**src/rtl/layer_sequencer_pkg.sv**
```systemverilog
// Shared types for the layer sequencer: FSM state encoding and descriptor layout.
// Descriptor field widths come from the default engine/layer/address sizing here,
// so the top-level sizing parameters must agree with these values.
package layer_sequencer_pkg;

  localparam int NUM_ENGINES_DEF = 2;
  localparam int MAX_LAYERS_DEF  = 4;
  localparam int ADDR_WIDTH_DEF  = 8;
  localparam int ENG_ID_W        = (NUM_ENGINES_DEF > 1) ? $clog2(NUM_ENGINES_DEF) : 1;

  typedef enum logic [2:0] {
    S_IDLE,
    S_ENG_RST,
    S_ENG_START,
    S_WAIT_DONE,
    S_NEXT,
    S_FINISH,
    S_ERROR
  } seq_state_t;

  typedef struct packed {
    logic [ENG_ID_W-1:0]       engine;
    logic [ADDR_WIDTH_DEF-1:0] in_addr;
    logic [ADDR_WIDTH_DEF-1:0] out_addr;
  } layer_desc_t;

endpackage

```
**src/rtl/layer_sequencer_if.sv**
```systemverilog
// Engine-side bundle of the layer sequencer: per-engine control, shared layer
// addresses, bus grant and the engines' memory requests.
// master = sequencer side, slave = engine side.
interface layer_sequencer_if #(
  parameter int NUM_ENGINES = 2,
  parameter int ADDR_WIDTH  = 8
);
  logic [NUM_ENGINES-1:0] eng_rst;
  logic [NUM_ENGINES-1:0] eng_start;
  logic [NUM_ENGINES-1:0] eng_done;
  logic [ADDR_WIDTH-1:0]  eng_in_addr;
  logic [ADDR_WIDTH-1:0]  eng_out_addr;
  logic [NUM_ENGINES-1:0] eng_mem_sel;
  logic [NUM_ENGINES-1:0] eng_mem_w;
  logic [NUM_ENGINES-1:0] bus_grant;

  modport master (
    output eng_rst, eng_start, eng_in_addr, eng_out_addr, bus_grant,
    input  eng_done, eng_mem_sel, eng_mem_w
  );

  modport slave (
    input  eng_rst, eng_start, eng_in_addr, eng_out_addr, bus_grant,
    output eng_done, eng_mem_sel, eng_mem_w
  );
endinterface

```
**src/rtl/layer_sequencer_desc_table.sv**
```systemverilog
// Layer descriptor register file: one synchronous write port, one async read port.
// Read data follows rd_idx combinationally; contents are not reset.
// Writes are gated by the caller (the sequencer only writes while idle).
module layer_sequencer_desc_table
  import layer_sequencer_pkg::*;
#(
  parameter int DEPTH = 4,
  parameter int IDX_W = $clog2(DEPTH)
) (
  input  logic        clk,
  input  logic        we,
  input  logic [IDX_W-1:0] wr_idx,
  input  layer_desc_t wr_desc,
  input  logic [IDX_W-1:0] rd_idx,
  output layer_desc_t rd_desc
);

  layer_desc_t mem [DEPTH];

  // Descriptor write
  always_ff @(posedge clk) begin
    if (we) mem[wr_idx] <= wr_desc;
  end

  assign rd_desc = mem[rd_idx];

endmodule

```
**src/rtl/layer_sequencer.sv**
```systemverilog
// Runs a table of layer descriptors in order: reset engine, start it, grant it the bus until done.
// Latency per layer: ENG_RST + ENG_START + engine cycles + NEXT, plus one FINISH cycle per sequence.
// No backpressure: start/cfg_we are ignored while busy; abort cancels from any running state.
module layer_sequencer
  import layer_sequencer_pkg::*;
#(
  parameter int NUM_ENGINES = NUM_ENGINES_DEF,
  parameter int MAX_LAYERS  = MAX_LAYERS_DEF,
  parameter int ADDR_WIDTH  = ADDR_WIDTH_DEF,
  parameter int TIMEOUT     = 1024,
  parameter int IDX_W       = $clog2(MAX_LAYERS),
  parameter int EID_W       = (NUM_ENGINES > 1) ? $clog2(NUM_ENGINES) : 1
) (
  input  logic                  clk,
  input  logic                  rst,
  input  logic                  cfg_we,
  input  logic [IDX_W-1:0]      cfg_idx,
  input  logic [EID_W-1:0]      cfg_engine,
  input  logic [ADDR_WIDTH-1:0] cfg_in_addr,
  input  logic [ADDR_WIDTH-1:0] cfg_out_addr,
  input  logic [IDX_W:0]        num_layers,
  input  logic                  start,
  input  logic                  abort,
  output logic                  busy,
  output logic                  done,
  output logic                  err,
  output logic                  mem_sel,
  output logic                  mem_w,
  layer_sequencer_if.master     eng
);

  localparam int CNT_W  = IDX_W + 1;
  localparam int WDOG_W = (TIMEOUT > 1) ? $clog2(TIMEOUT) : 1;

  seq_state_t             state, state_nxt;
  logic [IDX_W-1:0]       layer_idx;
  logic [CNT_W-1:0]       layer_cnt;
  logic [CNT_W-1:0]       nl_eff;
  logic [WDOG_W-1:0]      wdog;
  logic                   done_q, err_q;
  logic [NUM_ENGINES-1:0] abort_rst;
  logic [NUM_ENGINES-1:0] eng_sel;
  logic [NUM_ENGINES-1:0] rst_mask;
  logic [NUM_ENGINES-1:0] grant;
  logic                   eng_id_ok, start_ok, seq_abort, last_layer, wdog_hit, cur_done;
  layer_desc_t            cur, cfg_desc;

  assign cfg_desc = '{engine: cfg_engine, in_addr: cfg_in_addr, out_addr: cfg_out_addr};

  layer_sequencer_desc_table #(.DEPTH(MAX_LAYERS), .IDX_W(IDX_W)) u_table (
    .clk     (clk),
    .we      (cfg_we && (state == S_IDLE)),
    .wr_idx  (cfg_idx),
    .wr_desc (cfg_desc),
    .rd_idx  (layer_idx),
    .rd_desc (cur)
  );

  // Decode the active layer's engine id into a one-hot select
  always_comb begin
    eng_sel = '0;
    for (int i = 0; i < NUM_ENGINES; i++) begin
      if (int'(cur.engine) == i) eng_sel[i] = 1'b1;
    end
  end

  assign eng_id_ok  = int'(cur.engine) < NUM_ENGINES;
  // An invalid engine id resets every engine, since we cannot tell which one is at fault
  assign rst_mask   = eng_id_ok ? eng_sel : '1;
  // Simultaneous abort wins over start in IDLE
  assign start_ok   = start && !abort;
  assign seq_abort  = abort && (state != S_IDLE);
  // Layer counts above table depth would never match layer_idx, so clamp them
  assign nl_eff     = (int'(num_layers) > MAX_LAYERS) ? CNT_W'(MAX_LAYERS) : num_layers;
  assign last_layer = (CNT_W'(layer_idx) + CNT_W'(1)) == layer_cnt;
  assign wdog_hit   = (TIMEOUT > 0) && (int'(wdog) == TIMEOUT - 1);
  assign cur_done   = |(eng.eng_done & eng_sel);

  // State register
  always_ff @(posedge clk or negedge rst) begin
    if (!rst) state <= S_IDLE;
    else      state <= state_nxt;
  end

  // Next-state logic; abort overrides every transition out of a running state
  always_comb begin
    state_nxt = state;
    case (state)
      S_IDLE:      if (start_ok && (num_layers != '0)) state_nxt = S_ENG_RST;
      S_ENG_RST:   state_nxt = eng_id_ok ? S_ENG_START : S_ERROR;
      S_ENG_START: state_nxt = S_WAIT_DONE;
      S_WAIT_DONE: begin
        if (cur_done)      state_nxt = S_NEXT;
        else if (wdog_hit) state_nxt = S_ERROR;
      end
      S_NEXT:      state_nxt = last_layer ? S_FINISH : S_ENG_RST;
      S_FINISH:    state_nxt = S_IDLE;
      S_ERROR:     state_nxt = S_IDLE;
      default:     state_nxt = S_IDLE;
    endcase
    if (seq_abort) state_nxt = S_IDLE;
  end

  // Sequence bookkeeping: layer index/count, watchdog, sticky done/err, abort reset pulse
  always_ff @(posedge clk or negedge rst) begin
    if (!rst) begin
      layer_idx <= '0;
      layer_cnt <= '0;
      wdog      <= '0;
      done_q    <= 1'b0;
      err_q     <= 1'b0;
      abort_rst <= '0;
    end else begin
      abort_rst <= '0;
      if ((state == S_IDLE) && start_ok) begin
        layer_idx <= '0;
        layer_cnt <= nl_eff;
        done_q    <= (num_layers == '0);
        err_q     <= 1'b0;
      end
      if (state == S_ENG_START)      wdog <= '0;
      else if (state == S_WAIT_DONE) wdog <= wdog + 1'b1;
      if (state == S_NEXT)           layer_idx <= layer_idx + 1'b1;
      if (state_nxt == S_FINISH)     done_q <= 1'b1;
      if (state_nxt == S_ERROR)      err_q <= 1'b1;
      if (seq_abort) begin
        done_q    <= 1'b0;
        err_q     <= 1'b0;
        abort_rst <= rst_mask;
      end
    end
  end

  // Engine-facing outputs decoded from state so async reset clears them at once
  always_comb begin
    eng.eng_rst      = abort_rst;
    eng.eng_start    = '0;
    eng.eng_in_addr  = '0;
    eng.eng_out_addr = '0;
    grant            = '0;
    case (state)
      S_ENG_RST: begin
        eng.eng_rst      = abort_rst | eng_sel;
        eng.eng_in_addr  = cur.in_addr;
        eng.eng_out_addr = cur.out_addr;
      end
      S_ENG_START: begin
        eng.eng_start    = eng_sel;
        grant            = eng_sel;
        eng.eng_in_addr  = cur.in_addr;
        eng.eng_out_addr = cur.out_addr;
      end
      S_WAIT_DONE: begin
        grant            = eng_sel;
        eng.eng_in_addr  = cur.in_addr;
        eng.eng_out_addr = cur.out_addr;
      end
      S_ERROR: eng.eng_rst = abort_rst | rst_mask;
      default: ;
    endcase
  end

  assign eng.bus_grant = grant;
  assign mem_sel       = |(grant & eng.eng_mem_sel);
  assign mem_w         = |(grant & eng.eng_mem_w);
  assign busy          = (state != S_IDLE) && (state != S_FINISH);
  assign done          = done_q;
  assign err           = err_q;

endmodule
```
**src/flat_wrapper.sv**
```systemverilog
// flat-port wrapper written by rule: the top's interface ports become plain ports
module layer_sequencer_flat import layer_sequencer_pkg::*;
#(
  parameter int NUM_ENGINES = NUM_ENGINES_DEF,
  parameter int MAX_LAYERS  = MAX_LAYERS_DEF,
  parameter int ADDR_WIDTH  = ADDR_WIDTH_DEF,
  parameter int TIMEOUT     = 1024,
  parameter int IDX_W       = $clog2(MAX_LAYERS),
  parameter int EID_W       = (NUM_ENGINES > 1) ? $clog2(NUM_ENGINES) : 1
)
  (clk, rst, cfg_we, cfg_idx, cfg_engine, cfg_in_addr, cfg_out_addr, num_layers, start, abort, busy, done, err, mem_sel, mem_w, eng_eng_rst, eng_eng_start, eng_eng_in_addr, eng_eng_out_addr, eng_bus_grant, eng_eng_done, eng_eng_mem_sel, eng_eng_mem_w);
  layer_sequencer_if #(.NUM_ENGINES(NUM_ENGINES), .ADDR_WIDTH(ADDR_WIDTH)) eng_i ();
  input  logic clk;
  input  logic rst;
  input  logic cfg_we;
  input  logic [IDX_W-1:0] cfg_idx;
  input  logic [EID_W-1:0] cfg_engine;
  input  logic [ADDR_WIDTH-1:0] cfg_in_addr;
  input  logic [ADDR_WIDTH-1:0] cfg_out_addr;
  input  logic [IDX_W:0] num_layers;
  input  logic start;
  input  logic abort;
  output logic busy;
  output logic done;
  output logic err;
  output logic mem_sel;
  output logic mem_w;
  output wire logic [$bits(eng_i.eng_rst)-1:0] eng_eng_rst;
  output wire logic [$bits(eng_i.eng_start)-1:0] eng_eng_start;
  output wire logic [$bits(eng_i.eng_in_addr)-1:0] eng_eng_in_addr;
  output wire logic [$bits(eng_i.eng_out_addr)-1:0] eng_eng_out_addr;
  output wire logic [$bits(eng_i.bus_grant)-1:0] eng_bus_grant;
  input wire logic [$bits(eng_i.eng_done)-1:0] eng_eng_done;
  input wire logic [$bits(eng_i.eng_mem_sel)-1:0] eng_eng_mem_sel;
  input wire logic [$bits(eng_i.eng_mem_w)-1:0] eng_eng_mem_w;
  assign eng_eng_rst = eng_i.eng_rst;
  assign eng_eng_start = eng_i.eng_start;
  assign eng_eng_in_addr = eng_i.eng_in_addr;
  assign eng_eng_out_addr = eng_i.eng_out_addr;
  assign eng_bus_grant = eng_i.bus_grant;
  assign eng_i.eng_done = eng_eng_done;
  assign eng_i.eng_mem_sel = eng_eng_mem_sel;
  assign eng_i.eng_mem_w = eng_eng_mem_w;
  layer_sequencer #(.NUM_ENGINES(NUM_ENGINES), .MAX_LAYERS(MAX_LAYERS), .ADDR_WIDTH(ADDR_WIDTH), .TIMEOUT(TIMEOUT), .IDX_W(IDX_W), .EID_W(EID_W)) u_core (.clk(clk), .rst(rst), .cfg_we(cfg_we), .cfg_idx(cfg_idx), .cfg_engine(cfg_engine), .cfg_in_addr(cfg_in_addr), .cfg_out_addr(cfg_out_addr), .num_layers(num_layers), .start(start), .abort(abort), .busy(busy), .done(done), .err(err), .mem_sel(mem_sel), .mem_w(mem_w), .eng(eng_i));
endmodule
```
**config.mk**
```make
export PLATFORM = sky130hd
export DESIGN_NAME = layer_sequencer_flat
export DESIGN_NICKNAME = d
export VERILOG_FILES = /design/src/rtl/layer_sequencer_pkg.sv /design/src/rtl/layer_sequencer_if.sv /design/src/rtl/layer_sequencer_desc_table.sv /design/src/rtl/layer_sequencer.sv /design/src/flat_wrapper.sv
export SDC_FILE = /design/constraint.sdc
export NUM_CORES = 1
export LEC_CHECK = 0
export CELL_PAD_IN_SITES_DETAIL_PLACEMENT = 0
export CELL_PAD_IN_SITES_GLOBAL_PLACEMENT = 1
export CORE_ASPECT_RATIO = 1.5
export CORE_UTILIZATION = 44
export CTS_CLUSTER_SIZE = 20
export DETAILED_ROUTE_END_ITERATION = 10
export GPL_TIMING_DRIVEN = 0
export PLACE_DENSITY_LB_ADDON = 0.1
export SLEW_MARGIN = 20
export SYNTH_ARGS = -nofsm -noshare
export SYNTH_HDL_FRONTEND = slang
export SYNTH_SLANG_ARGS = --single-unit
```
**constraint.sdc**
```tcl
create_clock -name clk -period 3.05 [get_ports clk]
set_clock_uncertainty 0.05 [all_clocks]
set_input_delay 0.305 -clock clk [delete_from_list [all_inputs] [get_ports clk]]
set_output_delay 0.305 -clock clk [all_outputs]
set_load 0.005 [all_outputs]
```
# Yosys cells after proc, flatten, opt, wreduce, memory -nomap -nowiden
# Memory sizes are Yosys's and may differ from the RTL's.
# Index checks and enable logic that the tools add are counted.
# totals
register_bits	22
mem_bits_rw	68
in_bits	33
memories	1
# memory_table
memory	words	word_bits	rd	rd_clocked_by_memory_dff	write_ports	line_no	source
u_core.u_table.mem	4	17	1	0	1	layer_sequencer_desc_table.sv:18	layer_desc_t mem [DEPTH];
# op_classes
n_addsub	3
magnitude_cmp	1
n_eq_ne	10
n_mux	27
bitwise	4
reduce_logical	21
# op_table
operator	n
$mux 10	2
$mux 3	6
$mux 8	2
$pmux 3 s5	1
$eq 3x3->1 const B	4
$mux 2	6
$reduce_bool 3->1	4
$add 10x1->10 const B	1
$eq 10x1->1 const B	1
$mux 1	10
$reduce_or 2->1	5
$and 2x2->2	3
$eq 3x2->1 const B	2
$logic_and 1x1->1	6
$logic_not 3->1	2
$reduce_bool 2->1	2
$add 2x1->3 const B	1
$eq 3x1->1 const B	1
$eq 3x3->1	1
$gt 3x3->1 const B	1
$ne 3x3->1 const B	1
$reduce_or 3->1	1
$add 2x1->2 const B	1
$or 2x2->2	1
$logic_not 1->1	1

# Logic depth before layout (Yosys ltp)
# An unclocked memory read counts as a cell.
# depth
depth_word	10
ltp_mapped	6

# Cells and area by module
# Synthesis repeated with hierarchy kept, for this count alone.
# hier_totals
cells_unflattened	251
area_unflattened_um2	3866.2
# modules_own_cells
mod	instances	cells_per_inst	area_per_inst_um2
layer_sequencer_desc_table	1	93	2523.7
layer_sequencer	1	158	1342.5

# Least setup slack after synthesis
# Ideal clock, no wire load.
# synth_timing
kind	flip-flop to flip-flop
from	register u_core.state[1]
to	memory u_core.u_table.mem[1][0] (netlist bit), enable pin
setup_ns	0.416
arrival_time_ns	2.246
required_ns	2.584
setup_slack_ns	0.338
stages_incl_launch_ff	5
n_path_buf	1
synth_period_minus_slack_ns	2.712
path_cell_list	dfrtp_1 -> clkbuf_1 -> nor3_1 -> nand2_1 -> nor3b_1
# synth_between
elab_chain_len	4
# synth_lines
item	line_no	source
start, declared	layer_sequencer.sv:35	seq_state_t state, state_nxt;
start signal, assigned	layer_sequencer.sv:82	else state <= state_nxt;
$logic_not 3->1	layer_sequencer.sv:52	.we (cfg_we && (state == S_IDLE)),
$logic_and 1x1->1	layer_sequencer.sv:52	
$mux 1	layer_sequencer_desc_table.sv:22	if (we) mem[wr_idx] <= wr_desc;
$mux 1 (not written as such)	layer_sequencer_desc_table.sv:22	
end, declared	layer_sequencer_desc_table.sv:18	
# Every way passes these cells.

# Worst setup path in the final report
# layout_timing
from	register u_core.layer_idx[1]
to	output mem_w
# layout_between
elab_chain_len	5
elab_cells_between_ends	6
cone_classes	mux (3); bitwise (1); reduce/logical (1); memory (1)
# layout_lines
item	line_no	source
start, declared	layer_sequencer.sv:36	logic [IDX_W-1:0] layer_idx;
start signal, assigned	layer_sequencer.sv:123	if (state == S_NEXT) layer_idx <= layer_idx + 1'b1;
$mem_v2 4x17 *	--	
$mux 1	layer_sequencer.sv:63	if (int'(cur.engine) == i) eng_sel[i] = 1'b1;
$mux 2 *	layer_sequencer.sv:141	case (state)
$and 2x2->2 *	layer_sequencer.sv:165	assign mem_w = |(grant & eng.eng_mem_w);
$reduce_or 2->1 *	layer_sequencer.sv:165	
end, declared	flat_wrapper.sv:27	output logic mem_w;
# Every way passes the cells marked *; elsewhere a longest branch is shown, timed or not.

==> impl_metrics.env <==
export IMPL_cpLargestDelayFamily="buffers and inverters"
export IMPL_met3_usage_pct=3.91
export IMPL_postCtsSetupRepairBufs=0
export IMPL_dp_hpwl_mm=5.24
export IMPL_async_flop_share_pct=24.4
export IMPL_final_nets=366
export IMPL_die_x_um=78.4
export IMPL_place_congestion=0.801
export IMPL_ys_seq_area_share_pct=67.3
export IMPL_ant_nets=0
export IMPL_clkSlewWorstSetupHoldPaths_ns=0.06
export IMPL_power_density_cell_area_mw_per_mm2=706
export IMPL_syn_nets=292
export IMPL_first_pass_iters=4
export IMPL_grt_pass1_wl_mm=11.8
export IMPL_arrival_ns=2.47
export IMPL_hold_viol_final=0
export IMPL_irDropWorstVdd_uv=508
export IMPL_clockRootBuffer="clkbuf_16"
export IMPL_clock_sinks=90
export IMPL_drc=0
export IMPL_synth_common_cells="edfxtp_1, nand2_1, dfrtp_1, mux4_2, nor2b_1"
export IMPL_drv_slew=0
export IMPL_synth_most_common_cell="edfxtp_1"
export IMPL_avgSynthCellArea_um2=15.0
export IMPL_yosysTopAreaCellShare_pct=53.0
export IMPL_drive_gt1_share_pct=16.1
export IMPL_netlist_area_mm2=0.00385
export IMPL_min_path_type="in -> async"
export IMPL_fmax_mhz=354
export IMPL_grt_pass1_vias=2287
export IMPL_fin_crit_ns=2.83
export IMPL_rsz0062_at_grt="no"
export IMPL_drv_cap=0
export IMPL_drt_first_iter_violations=68
export IMPL_synth_edf_count=68
export IMPL_start_util_pct=45.5
export IMPL_crit_slowest_cell="clkdlybuf4s50_1"
export IMPL_clockBufferDepth=2
export IMPL_status="completed"
export IMPL_grt_overflow=0
export IMPL_antenna_found_initial=0
export IMPL_grt_max_degree=23
export IMPL_min_period_over_period_pct=92.7
export IMPL_final_setup_viol_count=0
export IMPL_tritoncts="done"
export IMPL_routedWlPerCell_um=16.8
export IMPL_synth_warnings=0
export IMPL_max_slew_margin_pct=40.6
export IMPL_num_vias=2382
export IMPL_path_class="reg -> out"
export IMPL_drt_total_wl_mm=7.42
export IMPL_crit_path_end_kind="output pin"
export IMPL_total_power_mw=3.47
export IMPL_dieArea_mm2=0.00914
export IMPL_critPathRequiredTime_ns=2.69
export IMPL_placementRows=41
export IMPL_core_mm2=0.00846
export IMPL_worstSkewPairLatency_ns=0.33
export IMPL_final_seq_area_mm2=0.00259
export IMPL_area_growth_pct=27.6
export IMPL_cp_num_buf_inv=2
export IMPL_h_tree_depth=3
export IMPL_grt_use_met1_pct=20.6
export IMPL_synth_seq_cells=90
export IMPL_dpl_instance_area_mm2=0.00464
export IMPL_critPathMaxStageDelay_ns=0.52
export IMPL_startpoint_type="flop"
export IMPL_syn_inst=257
export IMPL_r2r_slack_ns=0.77
export IMPL_synth_cell_types=36
export IMPL_num_antenna_cells=0
export IMPL_grt_busiest_layer="met2"
export IMPL_hold_ws_ns=0.424
export IMPL_crit_path_max_fanout=10
export IMPL_p_leak_nw=1.73
export IMPL_cp_cell_sequence="clkbuf_2, mux2_2, o21ai_2, nand2_1, a21oi_1, clkdlybuf4s50_1"
export IMPL_track_usage_pct=17.9
export IMPL_io_pins=60
export IMPL_tightest_slew_ns=0.891
export IMPL_synth_area_top_cells="edfxtp_1, dfrtp_1, mux4_2, nor2b_1, nand2_1"
export IMPL_fin_area_mm2=0.00491
export IMPL_n_fill_cell=698
export IMPL_synthFlopType="edfxtp_1"
export IMPL_port_buffers=59
export IMPL_cts_buffers=9
export IMPL_yosysTopAreaCell="edfxtp_1"
export IMPL_multi_input_area_mm2=0.00123
export IMPL_die_y_um=117
export IMPL_viasPerCell=5.38
export IMPL_met2_usage_pct=31.8
==> path summary, 6_finish.rpt <==
path / end / start / cells after the start
setup / recovery: mem_w / u_core.layer_idx[1] / 6
setup reg to reg: u_core.u_table.mem[2][7] / u_core.state[0] / 4
hold / removal: u_core.wdog[2] / rst / 2
max in group asynchronous: u_core.state[2] / rst / 2
hold reg to reg: u_core.layer_cnt[1] / u_core.layer_cnt[1] / 2
min in group clk: u_core.layer_cnt[1] / u_core.layer_cnt[1] / 2
==> layout make-up <==
cell class	instances	area share (%)
inverter	1	0.0764
tap	107	2.73
clock buffer	10	4.66
buffer	9	0.815
multi-input combinational	154	25.0
clock inverter	6	0.841
sequential	90	52.8
timing repair buffer	66	13.1
==> per-stage QoR <==
stage          utilization [%]  setup slack [ns]  cells  TNS [ns]
2_1_floorplan                -             0.338    257         0
3_3_place_gp              54.1            -0.914    423    -42.31
3_5_place_dp              54.8            0.0794    429         0
4_1_cts                   57.9            0.0622    442         0
5_1_grt                   58.0            0.0284    443         0
6_report                  58.0             0.223    443         0
==> cell usage in the layout (no fill, tap or decap), types with 6 or more instances in the layout <==
cell	synthesis	routed
nor2b_1	17	17
a21oi_1	10	10
nor3_1	7	6
clkdlybuf4s50_1	0	58
nand3_1	10	10
clkbuf_16	0	9
mux4_2	17	17
edfxtp_1	68	68
o21ai_0	12	12
nand2_1	23	23
dfrtp_1	22	22
nand2b_1	8	8
nor2_1	10	10
==> per-layer routing <==
metal / up-vias / wire, um
li1: 1137 / -
met1: 1179 / 2940
met2: 55 / 4010
met3: 11 / 312
met4: 0 / 161
met5: - / 0
==> flip-flops by register name, indices dropped and copies added (netlist names) <==
signal              cells
u_core.abort_rst        2
u_core.done             1
u_core.err              1
u_core.layer_cnt        3
u_core.layer_idx        2
u_core.state            3
u_core.u_table.mem     68
u_core.wdog            10
==> logic make-up after synthesis <==
logic type	Yosys count	synth area share [%]
AOI/OAI and AO/OA	38	6.27
xor gates and xnor gates	5	1.14
adders and majority gates	2	0.650
buffers and inverters	13	1.30
DFF	90	67.3
muxes	24	12.0
and+or+nand+nor	85	11.3
==> where the power goes <==
part | internal (mW) | switching, mW | total [mW] | leakage (nW)
Clock | 0.551 | 0.437 | 0.988 | 0.127
Combinational | 0.505 | 0.442 | 0.948 | 0.686
Sequential | 1.45 | 0.0827 | 1.53 | 0.918
==> timing repair <==
| action | CTS | global route |
|---|---|---|
| hold endpoints to repair | 0 | 22 |
| pin swaps | 0 | 0 |
| resized for setup | 3 | 2 |
| hold buffers | 0 | 1 |
| setup endpoints to repair | 13 | 10 |
Note: power is estimated with default switching activity, not from simulation.
